File: config.mk
export PLATFORM = sky130hd
export DESIGN_NAME = odd_sub_sqrt_flat
export DESIGN_NICKNAME = d
export VERILOG_FILES = /design/src/rtl/odd_sub_sqrt_pkg.sv /design/src/rtl/odd_sub_sqrt_if.sv /design/src/rtl/odd_sub_sqrt.sv /design/src/flat_wrapper.sv
export SDC_FILE = /design/constraint.sdc
export NUM_CORES = 1
export LEC_CHECK = 0
export CAP_MARGIN = 20
export CORE_MARGIN = 2
export CORE_UTILIZATION = 52
export DETAILED_ROUTE_END_ITERATION = 6
export PLACE_DENSITY = 0.83
export SYNTH_ARGS = -nofsm -noshare
export SYNTH_HDL_FRONTEND = slang
export SYNTH_SLANG_ARGS = --single-unit
File: constraint.sdc
create_clock -name clk -period 2.7 [get_ports clk]
set_input_delay 0.81 -clock clk [delete_from_list [all_inputs] [get_ports clk]]
set_output_delay 0.81 -clock clk [all_outputs]
set_load 0.01 [all_outputs]
File: src/rtl/odd_sub_sqrt_pkg.sv
// Shared types and width helpers for the odd-number-subtraction square root.
package odd_sub_sqrt_pkg;

  typedef enum logic [1:0] {
    IDLE = 2'd0,
    CALC = 2'd1,
    DONE = 2'd2
  } sqrt_state_t;

  // Root width for a w-bit operand: ceil(w/2).
  function automatic int unsigned root_w(input int unsigned w);
    return (w + 1) / 2;
  endfunction

endpackage

File: src/rtl/odd_sub_sqrt_if.sv
// Operand/result handshake bundle between the odd-sum accumulator and the square-root block.
interface odd_sub_sqrt_if
  import odd_sub_sqrt_pkg::*;
#(
  parameter int unsigned WIDTH = 6
);

  localparam int unsigned RW = root_w(WIDTH);

  logic              in_valid;
  logic              in_ready;
  logic [WIDTH-1:0]  in_data;
  logic              out_valid;
  logic              out_ready;
  logic [RW-1:0]     out_root;
  logic [RW:0]       out_rem;
  logic              busy;

  modport slave (
    input  in_valid, in_data, out_ready,
    output in_ready, out_valid, out_root, out_rem, busy
  );

  modport master (
    output in_valid, in_data, out_ready,
    input  in_ready, out_valid, out_root, out_rem, busy
  );

endinterface

File: src/rtl/odd_sub_sqrt.sv
// Integer square root by repeated subtraction of successive odd numbers.
// Returns floor(sqrt(n)) and n - root^2 through a valid/ready result port.
module odd_sub_sqrt
  import odd_sub_sqrt_pkg::*;
#(
  parameter int unsigned WIDTH = 6
) (
  input  logic          clk,
  input  logic          reset,
  odd_sub_sqrt_if.slave bus
);

  localparam int unsigned RW = root_w(WIDTH);
  localparam int unsigned DW = WIDTH + 1;

  sqrt_state_t      ps, ns;
  logic [WIDTH-1:0] r_q, r_d;
  logic [DW-1:0]    d_q, d_d;
  logic [RW-1:0]    q_q, q_d;

  // State and datapath registers, synchronous reset.
  always_ff @(posedge clk) begin
    if (reset) begin
      ps  <= IDLE;
      r_q <= '0;
      d_q <= DW'(1);
      q_q <= '0;
    end else begin
      ps  <= ns;
      r_q <= r_d;
      d_q <= d_d;
      q_q <= q_d;
    end
  end

  // Next state and datapath updates; the compare zero-extends R to the width of D.
  always_comb begin
    ns  = ps;
    r_d = r_q;
    d_d = d_q;
    q_d = q_q;
    unique case (ps)
      IDLE: begin
        if (bus.in_valid) begin
          r_d = bus.in_data;
          d_d = DW'(1);
          q_d = '0;
          ns  = CALC;
        end
      end
      CALC: begin
        if ({1'b0, r_q} >= d_q) begin
          // d_q <= r_q here, so its top bit is zero and the low bits carry the whole value.
          r_d = r_q - d_q[WIDTH-1:0];
          d_d = d_q + DW'(2);
          q_d = q_q + RW'(1);
        end else begin
          ns = DONE;
        end
      end
      DONE: begin
        if (bus.out_ready) begin
          ns = IDLE;
        end
      end
      default: ns = IDLE;
    endcase
  end

  // Handshake and result outputs decode straight from registers.
  assign bus.in_ready  = (ps == IDLE);
  assign bus.out_valid = (ps == DONE);
  assign bus.busy      = (ps == CALC) || (ps == DONE);
  assign bus.out_root  = q_q;
  assign bus.out_rem   = r_q[RW:0];

endmodule

File: src/flat_wrapper.sv
// flat-port wrapper written by rule: the top's interface ports become plain ports
module odd_sub_sqrt_flat import odd_sub_sqrt_pkg::*;
#(
  parameter int unsigned WIDTH = 6
)
  (clk, reset, bus_in_valid, bus_in_data, bus_out_ready, bus_in_ready, bus_out_valid, bus_out_root, bus_out_rem, bus_busy);
  odd_sub_sqrt_if #(.WIDTH(WIDTH)) bus_i ();
  input  logic clk;
  input  logic reset;
  input wire logic [$bits(bus_i.in_valid)-1:0] bus_in_valid;
  input wire logic [$bits(bus_i.in_data)-1:0] bus_in_data;
  input wire logic [$bits(bus_i.out_ready)-1:0] bus_out_ready;
  output wire logic [$bits(bus_i.in_ready)-1:0] bus_in_ready;
  output wire logic [$bits(bus_i.out_valid)-1:0] bus_out_valid;
  output wire logic [$bits(bus_i.out_root)-1:0] bus_out_root;
  output wire logic [$bits(bus_i.out_rem)-1:0] bus_out_rem;
  output wire logic [$bits(bus_i.busy)-1:0] bus_busy;
  assign bus_i.in_valid = bus_in_valid;
  assign bus_i.in_data = bus_in_data;
  assign bus_i.out_ready = bus_out_ready;
  assign bus_in_ready = bus_i.in_ready;
  assign bus_out_valid = bus_i.out_valid;
  assign bus_out_root = bus_i.out_root;
  assign bus_out_rem = bus_i.out_rem;
  assign bus_busy = bus_i.busy;
  odd_sub_sqrt #(.WIDTH(WIDTH)) u_core (.clk(clk), .reset(reset), .bus(bus_i));
endmodule
==> metrics.yaml <==
nets: 192
switchingPower_w: 0.000756
start_kind: "register"
track_usage_pct: 24.4
antenna_cells: 0
h-tree-depth: 1
die_h_um: 52.6
ios: 20
ys.warnings.count: 0
setup.worst_path.start: "u_core.ps[0]$_SDFFE_PP0P_"
clkPwrFrac_pct: 10.2
yosysTopAreaCellShare_pct: 29.3
fmax_ghz: 0.398
final_area_um2: 1460
viasPerCell: 5.92
synth_area_per_cell_um2: 8.14
drt_iter0_markers: 26
syn-num-nets: 173
vias: 1166
synth_area_leaders: "dfxtp_1, ha_1, a21oi_1"
ys_types: 43
dieArea_um2: 2770
synth_area_um2: 1230
cp.required_ns: 1.89
area_delta_synth_final_pct: 18.7
ir_drop_mv: 0.828
r2r_start: "u_core.d_q[2]$_SDFFE_PP0P_"
start_util_pct: 55.0
setup_violations: 0
routabilityCongestion: 0.841
antenna_left: 0
clock_path_buffers: 2
grt_antenna_before_repair: 0
dp.cells: 193
maxCapViolations: 0
drc: 0
syn_inst: 151
power_w: 0.00167
path_class: "register to primary output"
cts_tree: "built"
relSlewSlack_pct: 46.5
fin_skew_ns: 0.00933
grt_pass1_wl_um: 4880
wl_um: 2930
tns_ns: 0
drv_slew: 0
synth_top_cell_by_area: "dfxtp_1"
layout_commonest_cell: "clkdlybuf4s50_1"
instances_no_fill: 197
p_comb_share_pct: 67.2
cts_made_buffers: 3
worst_pin_slew_ns: 0.799
layout_setup_ws_ns: 0.186
cts_resized: 0
core_area_um2: 2230
drive_gt1_share_pct: 7.69
post-dp-hpwl_um: 2220
synth_seq_cells: 18
clk_pin_slew_ns: 0.11
wl_per_cell_um: 14.9
cts.sinks: 18
cp.arrival_ns: 1.70
status: "complete, no violations"
leakagePower_nw: 0.561
hold_viol: 0
cp-end-kind: "primary output"
hp-start: "u_core.d_q[0]$_SDFFE_PP1P_"
p_per_area_nw_per_um2: 1150
ys_seq_area_share_pct: 29.3
ctsHoldBuffers: 0
num_rows: 17
worstPathMaxFanout: 8
dieWidth_um: 52.6
grt_overflow: 0
drt-pass1-iter-count: 4
power_switching_share_pct: 45.2
fin_crit_ns: 2.51
clk_root_buffer_cell: "clkbuf_4"
post-place-ws_ns: 0.0103
grt_pass1_vias: 1098
postCtsSetupBuffers: 0
rsz0062_at_grt: "no"
min_period_over_period_pct: 93.1
hold_path_class: "register to register"
power.internal_w: 0.000916
grt_max_degree: 12
insertion_delay_ns: 0.30
port_buffers: 19
place_area_um2: 1420
layout_common_cells: "clkdlybuf4s50_1, dfxtp_1, inv_1"
seq_power_share_pct: 22.6
fill_cells: 201
power by group through the flow:
stage               Sequential [W]  Combinational (W)  Clock [W]
finish                    0.000378            0.00112   0.000170
global route              0.000384            0.00124   0.000188
CTS                       0.000377            0.00112   0.000173
detailed placement        0.000383            0.00111          0
global placement          0.000379            0.00106          0
floorplan                 0.000372           0.000864          0
cell usage after synthesis, drive strengths merged:
cell type / number
a311oi: 2
nand4: 1
or3: 2
nand4b: 1
ha: 11
fa: 1
a21o: 2
nor3: 2
inv: 14
nor2b: 2
or2: 1
a211o: 1
clkinv: 1
or4: 1
a21oi: 13
o21bai: 2
o31ai: 1
mux2: 1
xor2: 1
a2bb2oi: 1
nand2b: 3
a31oi: 3
xnor2: 3
nand3: 9
o221ai: 2
mux2i: 4
nor2: 8
o221a: 1
o22ai: 1
nand2: 12
clkbuf: 2
o21a: 3
or3b: 1
buf: 7
dfxtp: 18
o21ai: 9
nor4: 1
a211oi: 3
final cells by class:
class                   instances  area (um2)  share of cell area, %
multi-input cells             109         751                   51.5
flip-flops and latches         18         360                   24.7
repair buffers                 23         220                   15.1
inverters                      15        56.3                   3.86
clock buffers                   4        36.3                   2.49
well taps                      28        35.0                   2.40
worst paths after layout:
| kind | depth (start not counted) | slack (ns) | endpoint |
|---|---|---|---|
| min reg2reg | 1 | 0.47 | u_core.d_q[0]$_SDFFE_PP1P_ |
| max reg2reg | 7 | 0.27 | u_core.bus.out_root[2]$_SDFFE_PP0P_ |
| min | 1 | 0.47 | u_core.d_q[0]$_SDFFE_PP1P_ |
| max | 3 | 0.19 | bus_in_ready |
worst max-delay path, cell delays in order, from the launching register on:
cell	delay (ns)
dfxtp_1	0.35
inv_1	0.09
ha_1	0.35
clkdlybuf4s50_1	0.61
cells by family after synthesis:
kind of cell	after synthesis	share of synthesized area, %
AND/OR/NAND/NOR	44	17.7
AO/OA/AOI/OAI	44	23.2
flip-flops	18	29.3
multiplexers	5	4.48
buffers and inverters	24	9.57
adder cells (fa/ha/maj)	12	12.8
XOR/XNOR	4	2.85
through the flow:
stage / hold slack [ns] / util (%)
5_1_grt: 0.496 / 65.3
4_1_cts: 0.475 / 65.3
6_report: 0.469 / 65.3
2_1_floorplan: 0.415 / -
3_3_place_gp: 0.432 / 63.7
3_5_place_dp: 0.448 / 63.7
flip-flops by register name, indices dropped and copies added (netlist names):
name and cells:
u_core.ps 2, u_core.bus.out_root 3, u_core.r_q 6, u_core.d_q 7
per-layer routing:
metal  GRT usage [%]  vias up  share of wire, %
met5               0        -                 0
met4            15.4        0               3.4
met2            41.5       50                49
met1            28.4      534                40
met3            3.43       12               6.9
li1                -      570                 -
No activity file was read; power rests on OpenSTA's default activity.
